File: config.mk
export PLATFORM = sky130hd
export DESIGN_NAME = product_bcd_converter
export DESIGN_NICKNAME = d
export VERILOG_FILES = /design/src/rtl/product_bcd_converter.sv
export SDC_FILE = /design/constraint.sdc
export NUM_CORES = 1
export LEC_CHECK = 0
export BUFFER_PORTS_ARGS = -buffer_cell sky130_fd_sc_hd__clkbuf_2
export CORE_ASPECT_RATIO = 0.6
export CORE_MARGIN = 8
export CORE_UTILIZATION = 35
export CTS_CLUSTER_SIZE = 28
export DETAILED_ROUTE_END_ITERATION = 10
export HOLD_SLACK_MARGIN = 0.05
export REMOVE_ABC_BUFFERS = 1
export SYNTH_ARGS = -nofsm -noshare
export SYNTH_HDL_FRONTEND = slang
export SYNTH_SLANG_ARGS = --single-unit
File: constraint.sdc
create_clock -name clk -period 4.8 [get_ports clk]
set_clock_uncertainty 0.2 [all_clocks]
set_input_delay 0.96 -clock clk [delete_from_list [all_inputs] [get_ports clk]]
set_output_delay 0.96 -clock clk [all_outputs]
set_load 0.005 [all_outputs]
File: src/rtl/product_bcd_converter.sv
// Sequential binary-to-BCD converter (double dabble, one bit per clock).
// Sits between the multiplier product register and the per-digit
// seven-segment decoders; 4'hF on a digit means "blank" downstream.
module product_bcd_converter #(
  parameter int WIDTH    = 8,
  parameter bit BLANK_LZ = 1'b1
) (
  input  logic             clk,
  input  logic             rst_n,
  input  logic             start,
  input  logic [WIDTH-1:0] bin_in,
  output logic             busy,
  output logic             done,
  output logic [3:0]       bcd_hundreds,
  output logic [3:0]       bcd_tens,
  output logic [3:0]       bcd_ones
);

  typedef enum logic [1:0] {IDLE, SHIFT, FINISH} state_t;

  // Idle display value "0": leading digits blank when blanking is enabled
  localparam logic [3:0] LEAD_RST = BLANK_LZ ? 4'hF : 4'h0;

  state_t             state_q, state_d;
  logic [WIDTH-1:0]   shift_q, shift_d;
  logic [11:0]        scratch_q, scratch_d;
  logic [3:0]         cnt_q, cnt_d;
  logic               busy_q, busy_d;
  logic               done_q, done_d;
  logic [3:0]         hund_q, hund_d;
  logic [3:0]         tens_q, tens_d;
  logic [3:0]         ones_q, ones_d;
  logic [11:0]        adj;
  logic               hund_blank, tens_blank;

  // Add-3 correction on every BCD nibble that is >= 5, before the shift
  generate
    for (genvar gi = 0; gi < 3; gi++) begin : g_adj
      always_comb begin
        adj[gi*4 +: 4] = (scratch_q[gi*4 +: 4] >= 4'd5) ?
                         scratch_q[gi*4 +: 4] + 4'd3 : scratch_q[gi*4 +: 4];
      end
    end
  endgenerate

  // Leading-zero blanking: tens only blanks when hundreds is blank too
  always_comb begin
    hund_blank = BLANK_LZ && (scratch_q[11:8] == 4'd0);
    tens_blank = hund_blank && (scratch_q[7:4] == 4'd0);
  end

  // Next-state and datapath control
  always_comb begin
    state_d   = state_q;
    shift_d   = shift_q;
    scratch_d = scratch_q;
    cnt_d     = cnt_q;
    busy_d    = busy_q;
    done_d    = 1'b0;
    hund_d    = hund_q;
    tens_d    = tens_q;
    ones_d    = ones_q;
    case (state_q)
      IDLE: begin
        if (start) begin
          shift_d   = bin_in;
          scratch_d = 12'd0;
          cnt_d     = 4'(WIDTH);
          busy_d    = 1'b1;
          state_d   = SHIFT;
        end
      end
      SHIFT: begin
        // The top scratch bit is always zero here since values fit in 3 digits
        {scratch_d, shift_d} = {adj[10:0], shift_q, 1'b0};
        cnt_d = cnt_q - 4'd1;
        if (cnt_q == 4'd1) state_d = FINISH;
      end
      FINISH: begin
        hund_d  = hund_blank ? 4'hF : scratch_q[11:8];
        tens_d  = tens_blank ? 4'hF : scratch_q[7:4];
        ones_d  = scratch_q[3:0];
        done_d  = 1'b1;
        busy_d  = 1'b0;
        state_d = IDLE;
      end
      default: state_d = IDLE;
    endcase
  end

  // State registers with synchronous active-low reset
  always_ff @(posedge clk) begin
    if (!rst_n) begin
      state_q   <= IDLE;
      shift_q   <= '0;
      scratch_q <= 12'd0;
      cnt_q     <= 4'd0;
      busy_q    <= 1'b0;
      done_q    <= 1'b0;
      hund_q    <= LEAD_RST;
      tens_q    <= LEAD_RST;
      ones_q    <= 4'h0;
    end else begin
      state_q   <= state_d;
      shift_q   <= shift_d;
      scratch_q <= scratch_d;
      cnt_q     <= cnt_d;
      busy_q    <= busy_d;
      done_q    <= done_d;
      hund_q    <= hund_d;
      tens_q    <= tens_d;
      ones_q    <= ones_d;
    end
  end

  assign busy         = busy_q;
  assign done         = done_q;
  assign bcd_hundreds = hund_q;
  assign bcd_tens     = tens_q;
  assign bcd_ones     = ones_q;

endmodule

==> results.json, run 1 <==
{
  "outcome": "finished clean",
  "p_clk_share_pct": 42.2,
  "syn-mean-instance-area_um2": 8.477,
  "max-vdd-ir-drop_v": 0.0001205,
  "synthArstFlopShare_pct": 0,
  "cp_top_family": "simple AND/OR/NAND/NOR gates",
  "cp-end-kind": "register",
  "hold_viol_final": 0,
  "cts_max_level": 2,
  "post-route-drc-count": 0,
  "grt_pass1_vias": 1376,
  "worstPathArrival_ns": 2.31,
  "ys_types": 33,
  "swShare_pct": 22.93,
  "grt_first_pass_wirelength_mm": 6.796,
  "ctsHoldBuffers": 0,
  "synthMuxAreaShare_pct": 2.437,
  "grt_max_degree": 35,
  "synth_area_um2": 1848,
  "synth-compound-area-share_pct": 21.60,
  "power_switching_uw": 164.3,
  "synth_top_family_by_area": "compound AO/OA/AOI/OAI gates",
  "slew_headroom_pct": 28.20,
  "synth_edf_count": 0,
  "wl_per_cell_um": 13.09,
  "crit_top_cell": "nand2_1",
  "via_count": 1521,
  "post_cts_buffers": 0,
  "diodes": 0,
  "tightestPinTransition_ns": 1.075,
  "via_per_inst": 4.954,
  "cts_buffers": 5,
  "seq_area_frac_synth_pct": 43.33,
  "powerDensity_nw_per_um2": 335.0,
  "final.min_clock_period_ns": 2.348,
  "fin_util_pct": 42.09,
  "setup_violations": 0,
  "drv_cap": 0,
  "clock_latency_ns": 0.29,
  "dieArea_um2": 7938,
  "ant_nets": 0,
  "setup_tns_ns": 0,
  "drive_gt1_share_pct": 15.77,
  "pwr-share-comb_pct": 8.2,
  "drt_iter0_drc": 87,
  "synthSimpleGateAreaFrac_pct": 20.11,
  "hpwlAfterDp_mm": 2.842,
  "ys.flop_type": "dfxtp_1",
  "first_pass_iters": 4,
  "period_share_pct": 48.92,
  "grtUsageTotal_pct": 10.72,
  "overflow": 0,
  "gp_congestion": 0.7490,
  "cts.sinks": 40,
  "required_ns": 4.76,
  "portBuffers": 24,
  "worstPathCellList": "nor2b_1 -> nand2_1 -> o22ai_1 -> nand2_1",
  "p_leak_uw": 0.0008479,
  "worst_setup_path_start_kind": "register",
  "path_max_fanout": 15,
  "row_count": 20,
  "hp-class": "register to register",
  "die_x_um": 109.8,
  "ys_ff_latch": 40,
  "cts.repair.resized": 0,
  "cts_buffer_depth": 2,
  "rsz0062_at_grt": "no",
  "nets": 260,
  "critPathSlowestCell": "nor2b_1",
  "intPower_uw": 552.1,
  "netlist_instances": 218,
  "synth_fa_ha_area_share_pct": 6.093,
  "clk_pin_slew_ns": 0.08,
  "critPathMaxStageDelay_ns": 0.91,
  "synthToLayoutAreaGrowth_pct": 15.71,
  "cp.buffers_inverters": 0,
  "synthXorXnorAreaFrac_pct": 1.896,
  "ios": 25,
  "start_util_pct": 36.38,
  "die_y_um": 72.29,
  "drt-total-wl_mm": 4.019,
  "antenna_found_initial": 0,
  "cts_tree": "built",
  "cts_root_buf": "clkbuf_8",
  "yosys_warnings": 0,
  "crit_type": "register to register",
  "core_area_um2": 5080,
  "maxSlewViolCount": 0,
  "clock.fmax_mhz": 425.9,
  "pwr-share-seq_pct": 49.6
}
-- cells in the mapped netlist, types with 2 or more instances --
library cell / n / area, um^2
dfxtp_1: 40 / 800.8
a21oi_1: 10 / 50.05
clkbuf_1: 5 / 18.77
clkinv_1: 2 / 7.510
xnor2_1: 3 / 26.28
o21ai_1: 4 / 20.02
inv_1: 10 / 37.54
mux2_2: 4 / 45.04
nand3_1: 5 / 25.02
a21boi_0: 6 / 45.04
and2_1: 3 / 18.77
nor2b_1: 7 / 43.79
o21ai_0: 20 / 100.1
o211a_1: 2 / 20.02
a22oi_1: 4 / 30.03
o22ai_1: 7 / 43.79
o31ai_1: 3 / 22.52
o221ai_1: 4 / 35.03
buf_2: 4 / 20.02
nor3_1: 8 / 40.04
nand2b_1: 3 / 18.77
ha_1: 9 / 112.6
nor2_1: 14 / 52.55
nand2_1: 32 / 120.1
-- layer usage --
metal	wire length (um)	vias to the layer above	global-route usage [%]
met5	0	-	0
met4	36	0	3.720
met3	196	6	3.979
met2	1470	29	13.04
met1	2316	685	16.12
li1	-	801	-
-- area by class of cell --
class                      instances  area (um^2)
clock buffer                       7        96.34
multi-input combinational        157        963.4
inverter                          12        45.04
tap                               66        82.58
clock inverter                     1        30.03
sequential                        40        800.8
timing repair buffer              24        120.1
fill                             518         2942
-- state kept, by name, indices dropped and copies added, names as in the netlist --
| signal | flops |
|---|---|
| bcd_hundreds | 4 |
| bcd_ones | 4 |
| bcd_tens | 4 |
| busy | 1 |
| cnt_q | 4 |
| done | 1 |
| scratch_q | 12 |
| shift_q | 8 |
| state_q | 2 |
-- through the flow --
stage | std cells | setup slack (ns) | total power, uW | hold WS, ns | cell area [um^2]
floorplan | 209 | 2.839 | 399.5 | 0.2476 | 1809
CTS | 307 | 2.439 | 725.9 | 0.2735 | 2138
finish | 307 | 2.452 | 716.4 | 0.2683 | 2138
global route | 307 | 2.177 | 747.7 | 0.3092 | 2138
global placement | 299 | 2.332 | 420.9 | 0.2592 | 2012
detailed placement | 299 | 2.289 | 421.3 | 0.2619 | 2012
-- cells in the final DEF (no fill, tap or decap), types with 2 or more instances in the layout --
cell / n
o22ai_1: 7
clkinv_1: 2
o31ai_1: 3
nand2_1: 32
nand3_1: 5
nor3_1: 8
dfxtp_1: 40
nand2b_1: 3
and2_1: 3
a22oi_1: 4
o211a_1: 2
a21boi_0: 6
mux2_2: 4
o221ai_1: 4
o21ai_1: 4
o21ai_0: 20
a21oi_1: 10
nor2_1: 14
clkbuf_8: 7
inv_1: 10
ha_1: 9
nor2b_1: 7
clkbuf_2: 24
xnor2_1: 3
-- worst reg2reg max path, stage by stage (launching register included) --
cell     delay (ns)
dfxtp_1        0.62
nor2b_1        0.91
nand2_1        0.24
o22ai_1        0.19
nand2_1        0.06
-- power by group through the flow --
stage	Combinational (uW)	Sequential, uW	Clock (uW)
final	58.7	355	302
after global routing	67.2	357	324
after CTS	59.2	355	312
after detailed placement	58.8	362	0
after global placement	58.3	363	0
after floorplan	39.9	360	0
-- logic make-up (layout without fill, tap and decap cells) --
family,count (synthesis),in the layout
flip-flops,40,40
XOR/XNOR,4,4
AND/OR/NAND/NOR,76,76
adder cells (fa/ha/maj),9,9
buffers and inverters,21,44
multiplexers,4,4
AO/OA/AOI/OAI,64,64
-- worst paths after layout --
check / from / to / slack, ns / depth (start not counted)
worst max-delay path: state_q[1]$_SDFFE_PN0P_ / bcd_hundreds[0]$_SDFFE_PN1P_ / 2.45 / 4
worst max register to register: state_q[1]$_SDFFE_PN0P_ / bcd_hundreds[0]$_SDFFE_PN1P_ / 2.45 / 4
worst min-delay path: bcd_ones[1]$_SDFFE_PN0P_ / bcd_ones[1]$_SDFFE_PN0P_ / 0.27 / 2
worst min register to register: bcd_ones[1]$_SDFFE_PN0P_ / bcd_ones[1]$_SDFFE_PN0P_ / 0.27 / 2
Note: power is estimated with default switching activity, not from simulation.
==> run 2, diff against run 1 <==
Settings changed: ABC_AREA set to 1.
Clock period 4.8 ns to 1.88 ns, I/O delays scaled along.
==> run 2 against run 1 <==
Setup slack worse by 2.1 ns. First-iteration DRC count up 16%. Die area increased by 3.7%. Largest power group unchanged.
==> results.json, run 2 <==
{
  "ios": 25,
  "synth_edf_count": 0,
  "rsz0062_at_grt": "no",
  "cts_tree": "built",
  "path_max_fanout": 5,
  "ant_nets": 0,
  "cp-end-kind": "register",
  "worstPathCellList": "inv_1 -> ha_1 -> inv_1 -> nand2_1 -> nand3_1 -> nand2_1 -> nor2_1 -> nor2_1 -> nor2_1",
  "critPathSlowestCell": "dfxtp_1",
  "swShare_pct": 28.27,
  "outcome": "finished clean",
  "required_ns": 1.92,
  "ys.flop_type": "dfxtp_1",
  "layout_commonest_cell": "nand2_1",
  "die_y_um": 73.57,
  "p_clk_share_pct": 34.0,
  "diodes": 0,
  "cts_buffers": 5,
  "max-vdd-ir-drop_v": 0.0004203,
  "drt_iter0_drc": 101,
  "first_pass_iters": 4,
  "cts.sinks": 40,
  "tightestPinTransition_ns": 0.3635,
  "powerDensity_nw_per_um2": 804.3,
  "setup_tns_ns": 0,
  "drt-total-wl_mm": 4.361,
  "slew_headroom_pct": 75.58,
  "clock_latency_ns": 0.30,
  "overflow": 0,
  "whs_path_depth": 3,
  "grt_pass1_vias": 1570,
  "ctsHoldBuffers": 0,
  "setup_violations": 0,
  "grt_first_pass_wirelength_mm": 7.327,
  "synth_area_um2": 1933,
  "grtUsageTotal_pct": 11.25,
  "yosys_warnings": 0,
  "portBuffers": 24,
  "period_share_pct": 83.55,
  "yosysMostFrequentCell": "nand2_1",
  "yosysTopAreaCell": "dfxtp_1",
  "clk_pin_slew_ns": 0.08,
  "cts_buffer_depth": 2,
  "p_total_uw": 1782,
  "final_cell_mix": "64 x nand2_1, 40 x dfxtp_1, 31 x nor2_1, 24 x clkbuf_2, 22 x o21ai_0",
  "antenna_found_initial": 0,
  "nets": 310,
  "post_cts_buffers": 0,
  "synthToLayoutAreaGrowth_pct": 14.63,
  "cts_max_level": 2,
  "cts.repair.resized": 0,
  "gp_congestion": 0.8723,
  "pwr-share-comb_pct": 14.0,
  "drv_cap": 0,
  "hp-class": "input pin to register",
  "ys_ff_latch": 40,
  "largest_reg_flops": 12,
  "top_regs": "scratch_q (12), shift_q (8)",
  "final.min_clock_period_ns": 1.571,
  "ys_types": 26,
  "synthArstFlopShare_pct": 0,
  "seq_area_frac_synth_pct": 41.42,
  "wl_per_cell_um": 12.11,
  "crit_top_cell": "nor2_1",
  "grt_max_degree": 24,
  "dieArea_um2": 8235,
  "synth_common_cells": "64 x nand2_1, 40 x dfxtp_1, 31 x nor2_1",
  "p_leak_uw": 0.0009672,
  "cts_root_buf": "clkbuf_8",
  "netlist_instances": 261,
  "worst_setup_path_start_kind": "register",
  "start_util_pct": 35.54,
  "largest_register": "scratch_q",
  "intPower_uw": 1278,
  "synthTopCellsByArea": "dfxtp_1 41%, nand2_1 12%, nor2_1 6.0%",
  "fillers": 589,
  "critPathMaxStageDelay_ns": 0.40,
  "synth_top_area_share_pct": 41.42,
  "maxSlewViolCount": 0,
  "drive_gt1_share_pct": 21.65,
  "die_x_um": 111.9,
  "worstPathArrival_ns": 1.61,
  "via_count": 1688,
  "via_per_inst": 4.689,
  "syn-mean-instance-area_um2": 7.407,
  "hpwlAfterDp_mm": 3.109,
  "post-route-drc-count": 0,
  "power_switching_uw": 503.9,
  "hold_viol_final": 0,
  "crit_type": "register to register",
  "clock.fmax_mhz": 636.6,
  "row_count": 21,
  "worstRegToRegCells": 9,
  "pwr-share-seq_pct": 52.0,
  "core_area_um2": 5439
}
## run 2: cell count changes after synthesis, sizes merged, moves of 4 or more
cell	change
nor2b	-7
a22oi	-4
nand2	+42
o221ai	-4
nand3	+12
mux2	-4
o22ai	-4
nor2	+18
nor3	-7
a21oi	+14
nand4	+6
inv	+10
a21boi	-7
## run 2: routing by layer
metal	GRT usage, %	share of wire [%]	vias to the layer above
li1	-	-	906
met4	4.748	1.6	0
met2	15.82	37	35
met1	14.93	56	740
met3	4.266	5.9	7
met5	0	0	-
## run 2: metrics by stage
stage          util [%]  hold slack, ns  setup slack [ns]  area, um^2  std cells
3_3_place_gp      39.04          0.2510            0.3740        2123        352
6_report          40.74          0.1151            0.3092        2216        360
3_5_place_dp      39.04          0.2583            0.3450        2123        352
2_1_floorplan         -          0.2410            0.4218        1864        252
4_1_cts           40.74          0.1056            0.3176        2216        360
5_1_grt           40.74          0.1222            0.1806        2216        360
## run 2: layout make-up
type                    count  area (um^2)  share of cell area, %
multi-input cells         191        982.2                  44.33
flip-flops and latches     40        800.8                  36.14
repair buffers             31        172.7                  7.792
well taps                  69        86.33                  3.896
clock buffers               6        82.58                  3.727
inverters                  21        81.33                  3.670
clock inverters             2        10.01                 0.4517
## run 2: critical path: cells and delay by family, from the launching register on
kind	cells	cell delay, ns
flip-flops	1	0.40
adder cells (fa/ha/maj)	1	0.22
AND/OR/NAND/NOR	6	0.52
buffers and inverters	2	0.17
## run 2: final timing paths
path / startpoint / end / slack (ns)
max: scratch_q[0]$_SDFFE_PN0P_ / scratch_q[4]$_SDFFE_PN0P_ / 0.31
min: bin_in[0] / shift_q[0]$_SDFFE_PN0P_ / 0.12
max reg2reg: scratch_q[0]$_SDFFE_PN0P_ / scratch_q[4]$_SDFFE_PN0P_ / 0.31
min reg2reg: shift_q[0]$_SDFFE_PN0P_ / shift_q[0]$_SDFFE_PN0P_ / 0.26
## run 2: logic make-up after synthesis
group	count (synthesis)	share of synthesized area, %
xor+xnor	1	0.4532
buf+inv	30	7.766
fa+ha+maj	9	5.825
compound gates	51	15.66
flops	40	41.42
simple gates	130	28.87
## run 2: power groups by stage
| stage | clock [uW] | combinational (uW) | sequential (uW) |
|---|---|---|---|
| 6_report | 606 | 250 | 926 |
| 5_1_grt | 667 | 288 | 933 |
| 2_1_floorplan | 0 | 163 | 940 |
| 3_5_place_dp | 0 | 252 | 946 |
| 3_3_place_gp | 0 | 251 | 944 |
| 4_1_cts | 633 | 254 | 926 |
==> run 3, diff against run 2 <==
Settings changed: ABC_AREA 1 to 0.
Clock period 1.88 ns to 1.3 ns, I/O delays scaled along.
==> run 3 against run 2 <==
The flow now finishes with violations (setup timing). Total power up 52%. Via count is 13% higher. Flip-flop and latch count stayed put. Hold slack lost 0.049 ns. Fmax fell by 9.0%. Die area is 3.6% lower. Non-clock buffer count is 65 higher.
==> results.json, run 3 (synthesized netlist as in run 1, its figures left out) <==
{
  "start_util_pct": 36.38,
  "largest_reg_flops": 12,
  "outcome": "finished with violations",
  "hpwlAfterDp_mm": 3.596,
  "pwr-share-seq_pct": 48.5,
  "gp_congestion": 0.8240,
  "cts_max_level": 2,
  "grt_max_degree": 24,
  "power_switching_uw": 751.0,
  "post-route-drc-count": 0,
  "place_area_um2": 2450,
  "ios": 25,
  "cp-end-kind": "register",
  "cts_tree": "built",
  "maxSlewViolCount": 0,
  "final.min_clock_period_ns": 1.726,
  "period_share_pct": 132.8,
  "drv_cap": 0,
  "first_pass_iters": 4,
  "intPower_uw": 1966,
  "final_cell_mix": "51 x buf_4, 30 x dfxtp_1, 26 x nand2_1, 24 x clkbuf_2, 17 x buf_6",
  "p_leak_uw": 0.001334,
  "die_x_um": 109.8,
  "synthToLayoutAreaGrowth_pct": 69.19,
  "cp.buffers_inverters": 1,
  "antenna_found_initial": 0,
  "max-vdd-ir-drop_v": 0.0004977,
  "fin_util_pct": 61.55,
  "hold_viol_final": 0,
  "worstPathArrival_ns": 1.76,
  "die_y_um": 72.29,
  "critPathMaxStageDelay_ns": 0.39,
  "row_count": 20,
  "crit_type": "register to register",
  "cp_top_family": "simple AND/OR/NAND/NOR gates",
  "nets": 333,
  "ant_nets": 0,
  "startpoint": "scratch_q[9]$_SDFFE_PN0P_",
  "drt-total-wl_mm": 5.649,
  "drive_gt1_share_pct": 57.32,
  "tightestPinTransition_ns": 0.2984,
  "overflow": 0,
  "diodes": 0,
  "portBuffers": 24,
  "rsz0062_at_grt": "yes",
  "clk_pin_slew_ns": 0.08,
  "grtUsageTotal_pct": 13.92,
  "pwr-share-comb_pct": 18.5,
  "worst_setup_path_start_kind": "register",
  "final_cell_area_um2": 3127,
  "r2r_start": "scratch_q[9]$_SDFFE_PN0P_",
  "cts.sinks": 40,
  "core_area_um2": 5080,
  "powerDensity_nw_per_um2": 868.9,
  "grt_first_pass_wirelength_mm": 8.832,
  "min_from": "bin_in[7]",
  "drt_iter0_drc": 82,
  "path_max_fanout": 4,
  "cts_root_buf": "clkbuf_8",
  "critPathSlowestCell": "or3b_4",
  "setup_violations": 22,
  "via_count": 1910,
  "worstPathCellList": "inv_2 -> ha_4 -> or3b_4 -> nor4b_4 -> nor3_1 -> o21ai_1",
  "grt_pass1_vias": 1861,
  "violations": "setup timing",
  "p_clk_share_pct": 33.0,
  "layout_commonest_cell": "buf_4",
  "clock.fmax_mhz": 579.2,
  "swShare_pct": 27.64,
  "via_per_inst": 5.026,
  "top_regs": "scratch_q (12), shift_q (8)",
  "cts_buffers": 5,
  "dieArea_um2": 7938,
  "slew_headroom_pct": 80.02,
  "setup_ws_ns": -0.4264,
  "cts_buffer_depth": 2,
  "wl_per_cell_um": 14.87,
  "hp-class": "input pin to register",
  "largest_register": "scratch_q",
  "clock_latency_ns": 0.30,
  "required_ns": 1.33
}
[run 3: changes by cell type in the layout (fill, tap and decap cells not counted), sizes merged, moves of 6 or more]
cell,delta
buf,+63
nand2,-41
nor2,-18
a21oi,-14
nand3,-12
inv,-8
a21boi,+7
nor2b,+7
nor3,+7
nand4,-6
[run 3: timing repair]
item,CTS,global route
hold endpoints to repair,1,0
resized for setup,83,52
hold buffers,1,0
setup buffers,9,9
pin swaps,21,35
setup endpoints to repair,40,38
gates cloned,0,2
[run 3: cell type report]
type	instances	area (um^2)
fillers	430	1953
multi-input cells	158	1306
flip-flops and latches	40	820.8
repair buffers	96	769.5
clock buffers	6	82.58
well taps	66	82.58
inverters	12	55.05
clock inverters	2	10.01
[run 3: power groups by stage]
| stage | combinational, uW | sequential [uW] | clock, uW |
|---|---|---|---|
| after floorplan | 147 | 1330 | 0 |
| after global placement | 324 | 1330 | 0 |
| after detailed placement | 333 | 1330 | 0 |
| after CTS | 420 | 1310 | 911 |
| after global routing | 543 | 1330 | 974 |
| final | 502 | 1320 | 896 |
[run 3: path summary, 6_finish.rpt]
kind | slack, ns | cells past startpoint | endpoint
worst min-delay path | 0.07 | 3 | shift_q[7]$_SDFFE_PN0P_
worst max-delay path | -0.43 | 6 | bcd_tens[2]$_SDFFE_PN1P_
worst min register to register | 0.25 | 2 | bcd_ones[1]$_SDFFE_PN0P_
worst max register to register | -0.43 | 6 | bcd_tens[2]$_SDFFE_PN1P_
[run 3: through the flow]
step	TNS, ns	worst slack [ns]	hold WS [ns]	instances	power (uW)
after detailed placement	-8.490	-0.5310	0.2576	354	1666
after global placement	-7.194	-0.4592	0.2533	354	1655
after global routing	-5.962	-0.5149	0.09407	380	2841
after CTS	-4.202	-0.4093	0.05131	370	2644
after floorplan	-7.828	-0.4711	0.1219	209	1475
final	-4.499	-0.4264	0.06627	380	2717
[run 3: layer usage]
metal / track usage (%) / wire [um] / up-vias
met5: 0 / 0 / -
met2: 19.92 / 2508 / 39
met4: 4.464 / 49 / 0
met1: 19.45 / 2819 / 921
li1: - / - / 945
met3: 3.890 / 271 / 5
[run 3: worst reg2reg max path: stages, from the launching register on]
cell and delay [ns]:
dfxtp_2 0.33, inv_2 0.08, ha_4 0.14, or3b_4 0.39
nor4b_4 0.31, nor3_1 0.10, o21ai_1 0.12
